[config.mk]
export PLATFORM = sky130hd
export DESIGN_NAME = mult_share_arbiter
export DESIGN_NICKNAME = d
export VERILOG_FILES = /design/src/rtl/mult_share_arbiter.sv
export SDC_FILE = /design/constraint.sdc
export NUM_CORES = 1
export LEC_CHECK = 0
export CAP_MARGIN = 15
export CORE_MARGIN = 5
export CORE_UTILIZATION = 40
export DETAILED_ROUTE_END_ITERATION = 8
export PLACE_DENSITY = 0.87
export REMOVE_ABC_BUFFERS = 1
export SYNTH_ARGS = -nofsm -noshare
export SYNTH_HDL_FRONTEND = slang
export SYNTH_SLANG_ARGS = --single-unit
export TNS_END_PERCENT = 30
[constraint.sdc]
create_clock -name clk -period 3.7 [get_ports clk]
set_input_delay 0.74 -clock clk [delete_from_list [all_inputs] [get_ports clk]]
set_output_delay 0.74 -clock clk [all_outputs]
set_load 0.005 [all_outputs]
[src/rtl/mult_share_arbiter.sv]
`default_nettype none
// ============================================================================
// mult_share_arbiter : round-robin arbiter sharing one multi-cycle 16x16 mult
// Revision 1.0
// ============================================================================
module mult_share_arbiter #(
  parameter int NREQ         = 4,
  parameter int MULT_LATENCY = 34
) (
  input  logic               clk,
  input  logic               reset,
  input  logic [NREQ-1:0]    req_valid,
  input  logic [16*NREQ-1:0] req_a,
  input  logic [16*NREQ-1:0] req_b,
  output logic [NREQ-1:0]    req_ready,
  output logic               rsp_valid,
  output logic [2:0]         rsp_id,
  output logic [31:0]        rsp_product,
  input  logic               rsp_ready,
  output logic [15:0]        mul_a,
  output logic [15:0]        mul_b,
  output logic               mul_start,
  output logic               mul_reset,
  input  logic [31:0]        mul_product,
  output logic               busy
);

  localparam logic [7:0] CNT_LAST = 8'(MULT_LATENCY - 1);
  localparam logic [2:0] PTR_INIT = 3'(NREQ - 1);

  typedef enum logic [2:0] {
    IDLE   = 3'd0,
    CLR    = 3'd1,
    LAUNCH = 3'd2,
    WAIT   = 3'd3,
    RESP   = 3'd4
  } state_t;

  state_t      state;
  state_t      state_nxt;
  logic [2:0]  ptr;
  logic [7:0]  cnt;
  logic [2:0]  grant_idx;
  logic [2:0]  hi_idx;
  logic [2:0]  lo_idx;
  logic        hi_found;
  logic        lo_found;
  logic        grant;
  logic [15:0] sel_a;
  logic [15:0] sel_b;

  // Lowest requester above ptr wins; otherwise wrap to the lowest at or below ptr.
  always_comb begin
    hi_found = 1'b0;
    lo_found = 1'b0;
    hi_idx   = 3'd0;
    lo_idx   = 3'd0;
    for (int i = 0; i < NREQ; i++) begin
      if (req_valid[i] && !hi_found && (3'(i) > ptr)) begin
        hi_found = 1'b1;
        hi_idx   = 3'(i);
      end
      if (req_valid[i] && !lo_found && (3'(i) <= ptr)) begin
        lo_found = 1'b1;
        lo_idx   = 3'(i);
      end
    end
    grant_idx = hi_found ? hi_idx : lo_idx;
    grant     = (state == IDLE) && !reset && (hi_found || lo_found);
  end

  always_comb begin
    sel_a     = 16'd0;
    sel_b     = 16'd0;
    req_ready = '0;
    for (int i = 0; i < NREQ; i++) begin
      if (3'(i) == grant_idx) begin
        sel_a        = req_a[16*i +: 16];
        sel_b        = req_b[16*i +: 16];
        req_ready[i] = grant;
      end
    end
  end

  always_comb begin
    state_nxt = state;
    rsp_valid = 1'b0;
    mul_start = 1'b0;
    mul_reset = reset;
    busy      = 1'b0;
    case (state)
      IDLE:   if (grant) state_nxt = CLR;
      CLR:    state_nxt = LAUNCH;
      LAUNCH: state_nxt = WAIT;
      WAIT:   if (cnt == CNT_LAST) state_nxt = RESP;
      RESP:   if (rsp_ready) state_nxt = IDLE;
      default: state_nxt = IDLE;
    endcase
    if (!reset) begin
      busy      = (state != IDLE);
      rsp_valid = (state == RESP);
      mul_start = (state == LAUNCH);
      mul_reset = (state == CLR);
    end
  end

  always_ff @(posedge clk) begin
    if (reset) begin
      state       <= IDLE;
      ptr         <= PTR_INIT;
      cnt         <= 8'd0;
      mul_a       <= 16'd0;
      mul_b       <= 16'd0;
      rsp_id      <= 3'd0;
      rsp_product <= 32'd0;
    end else begin
      state <= state_nxt;
      if (grant) begin
        mul_a  <= sel_a;
        mul_b  <= sel_b;
        rsp_id <= grant_idx;
        ptr    <= grant_idx;
      end
      if (state == LAUNCH) begin
        cnt <= 8'd0;
      end else if (state == WAIT) begin
        cnt <= cnt + 8'd1;
      end
      // The multiplier output is valid in the final WAIT cycle.
      if ((state == WAIT) && (cnt == CNT_LAST)) begin
        rsp_product <= mul_product;
      end
    end
  end

endmodule
`default_nettype wire

==> key figures <==
Global routing
  – Largest net degree at the start of global routing: 36
  – Vias in the first global route: 4,783
  – Global Route Usage Sum: 0.2480
  – Global-route wire length before repair: 23.02 mm
  – Antenna violations before repair: 0
  – Congestion Overflow GR: 0

Clock network
  – Clock Latency Late Sink: 0.35 ns
  – CTS tree: built
  – Clk sink count: 79
  – Root buf cell: clkbuf_8
  – Total CTS buffers: 9
  – H-tree levels: 3
  – Clk pin slew, worst setup/hold paths: 0.09 ns
  – CTS Buffer Depth: 2

Pwr
  – Flop pwr share: 0.411
  – Comb pwr share: 0.280
  – Sw frac: 0.2770
  – Net load switching power: 0.6426 mW
  – Int Power: 1.677 mW
  – Power per cell area: 348.9 nW/um^2
  – Leak: 2.534 nW
  – Power Total: 2.320 mW
  – Clk network pwr share: 0.310
  – VDD IR-drop max: 0.2242 mV

Worst setup path
  – Critical-path top delay cell: clkdlybuf4s50_1
  – Worst Path Max Fanout: 6
  – Most Frequent Cell on Critical Path: clkdlybuf4s50_1
  – Critical path type: input pin to output port
  – CP Capture Type: output port
  – R2R Setup Slk: 1.06 ns
  – Required @ worst endpoint: 2.96 ns
  – Crit start category: input pin
  – Max incr delay on CP: 0.56 ns
  – CP arrival: 2.81 ns
  – Cells along the critical path: clkdlybuf4s50_1, nor2_2, o21ai_0, or3_1, nor3_4, clkdlybuf4s50_1

Drt
  – Vias per cell: 5.439
  – DRC: 0
  – Antenna Nets Post-Route: 0
  – Drt wl/cell: 17.93 um
  – Iter 0 DRT Violations: 270
  – Vias: 4,574
  – Drt pass-1 iters: 4
  – Total wire length: 15.08 mm

Die
  – Top-Level Pins: 242
  – Core area: 9594 um^2
  – Starting Density: 0.4040
  – Die H: 108.4 um
  – Die width: 108.4 um
  – Die area: 11,760 um^2
  – # rows: 36

Place
  – # port buffers: 240
  – Dpl hpwl: 11.47 mm
  – Gpl congestion: 0.9141

Layout
  – # diodes: 0
  – Multi-input gate area: 2102 um^2
  – Area grow syn2layout: 71.56%
  – FF/Latch Area: 1582 um^2
  – Share of layout cells above drive strength 1: 0.07062
  – Layout Nets: 872
  – # fillers: 810

Timing
  – Final setup vio count: 0
  – Slew HR: 0.3091
  – Final hold vios: 0
  – Final hold slack: 0.4572 ns
  – Layout Skew: 0.01364 ns
  – Max Freq: 281.5 MHz
  – RSZ-0062 raised after global routing: false
  – Final min period: 3.552 ns
  – Tcrit/Tclk final: 0.9600
  – Slew @ Worst Pin: 1.034 ns
  – Pins Over Slew Limit: 0
  – Setup TNS: 0 ns

Yosys
  – Syn Inst Count: 473
  – Seq cells post-synth: 79
  – Sequential area share after synthesis: 0.4080
  – Post-Synthesis Cell Area: 3876 um^2
  – Post-synth EDFFs: 0
  – Post-synth ARST share: 0
  – Count of cell types in the netlist: 47
  – Syn Area/Cell: 8.195 um^2
  – Yosys warning count: 0
  – Ys flop type: dfxtp_1

Flow run
  – Max_cap viols: 0

Status
  – Outcome: completed

Worst hold path
  – Worst hold path class: register to register
-- final cells by class --
type                       instances  share of cell area
clock buffer                      10             0.01919
sequential                        79              0.2378
inverter                           4            0.002258
clock inverter                     6             0.01392
tap                              133             0.02502
timing repair buffer             261              0.3857
multi-input combinational        348              0.3161
-- layer usage --
metal	up-vias	track usage	wire length, um	part of all wire
li1	2181	-	-	-
met1	2114	0.2758	5574	0.37
met2	240	0.4281	7428	0.49
met3	39	0.08657	1550	0.10
met4	0	0.1055	524	0.035
met5	-	0	0	0
-- layout by cell type (no fill, tap or decap), drive strengths merged, types with 3 or more instances in the layout --
cell type / count
mux2i: 10
nor3: 5
clkdlybuf4s50: 238
nor2: 24
inv: 6
buf: 21
a21o: 3
a32o: 19
a32oi: 3
nand3b: 3
nand3: 30
nand2: 74
and3: 12
clkbuf: 10
a211o: 19
or3: 4
o21ai: 38
xor2: 5
a211oi: 21
dfxtp: 79
a21oi: 53
nor4: 3
-- cell usage after synthesis, drive strengths merged, types with 4 or more instances --
library cell	count	area share
and3	12	0.019
nand3	30	0.041
nand2	74	0.072
nor2	24	0.023
inv	4	0.0039
xor2	5	0.011
buf	10	0.022
mux2i	10	0.026
nor3	5	0.0065
o21ai	38	0.049
a211oi	21	0.041
or3	4	0.0090
a32o	19	0.049
a21oi	53	0.068
clkbuf	32	0.031
dfxtp	79	0.41
a211o	19	0.044
-- power groups by stage --
stage	logic [mW]	clock network [mW]	registers [mW]
global route	0.698	0.768	0.960
floorplan	0.222	0	0.969
CTS	0.648	0.729	0.952
detailed placement	0.645	0	0.972
finish	0.649	0.718	0.953
global placement	0.631	0	0.968
-- registers in the layout (all words and copies together) (netlist names) --
register	count
state	3
cnt	8
mul_a	16
ptr	2
rsp_id	2
rsp_product	32
mul_b	16
-- metrics by stage --
| step | worst slack [ns] | std cells | util | area (um^2) |
|---|---|---|---|---|
| finish | 0.1480 | 841 | 0.6931 | 6650 |
| global route | 0.02937 | 841 | 0.6931 | 6650 |
| detailed placement | 0.07442 | 825 | 0.6688 | 6416 |
| global placement | 0.09015 | 825 | 0.6688 | 6416 |
| CTS | 0.05609 | 841 | 0.6917 | 6636 |
| floorplan | -0.6576 | 431 | - | 3669 |
-- worst max-delay path, delay by kind of cell --
family,cells,cell delay (ns)
AO/OA/AOI/OAI,1,0.12
buffers and inverters,2,1.07
AND/OR/NAND/NOR,3,0.88
-- timing repair --
item,4_1_cts,5_1_grt
setup endpoints to repair,0,2
hold buffers,0,0
buffers inserted,0,0
gates resized for setup,0,4
-- worst paths after layout --
path,cells past startpoint,end,startpoint
min reg2reg,2,rsp_product[25],rsp_product[25]
max,6,req_ready[3],req_valid[1]
min,2,rsp_product[25],rsp_product[25]
max reg2reg,6,rsp_product[22],cnt[0]
-- cells by family after synthesis --
family,after synthesis,synth area share
compound gates,165,0.2844
buf+inv,46,0.05745
fa+ha+maj,2,0.006455
xor+xnor,7,0.01582
simple gates,163,0.2011
mux,10,0.02582
flops,79,0.4080
other cells,1,0.0009674
Power figures use the tool's default switching activity.
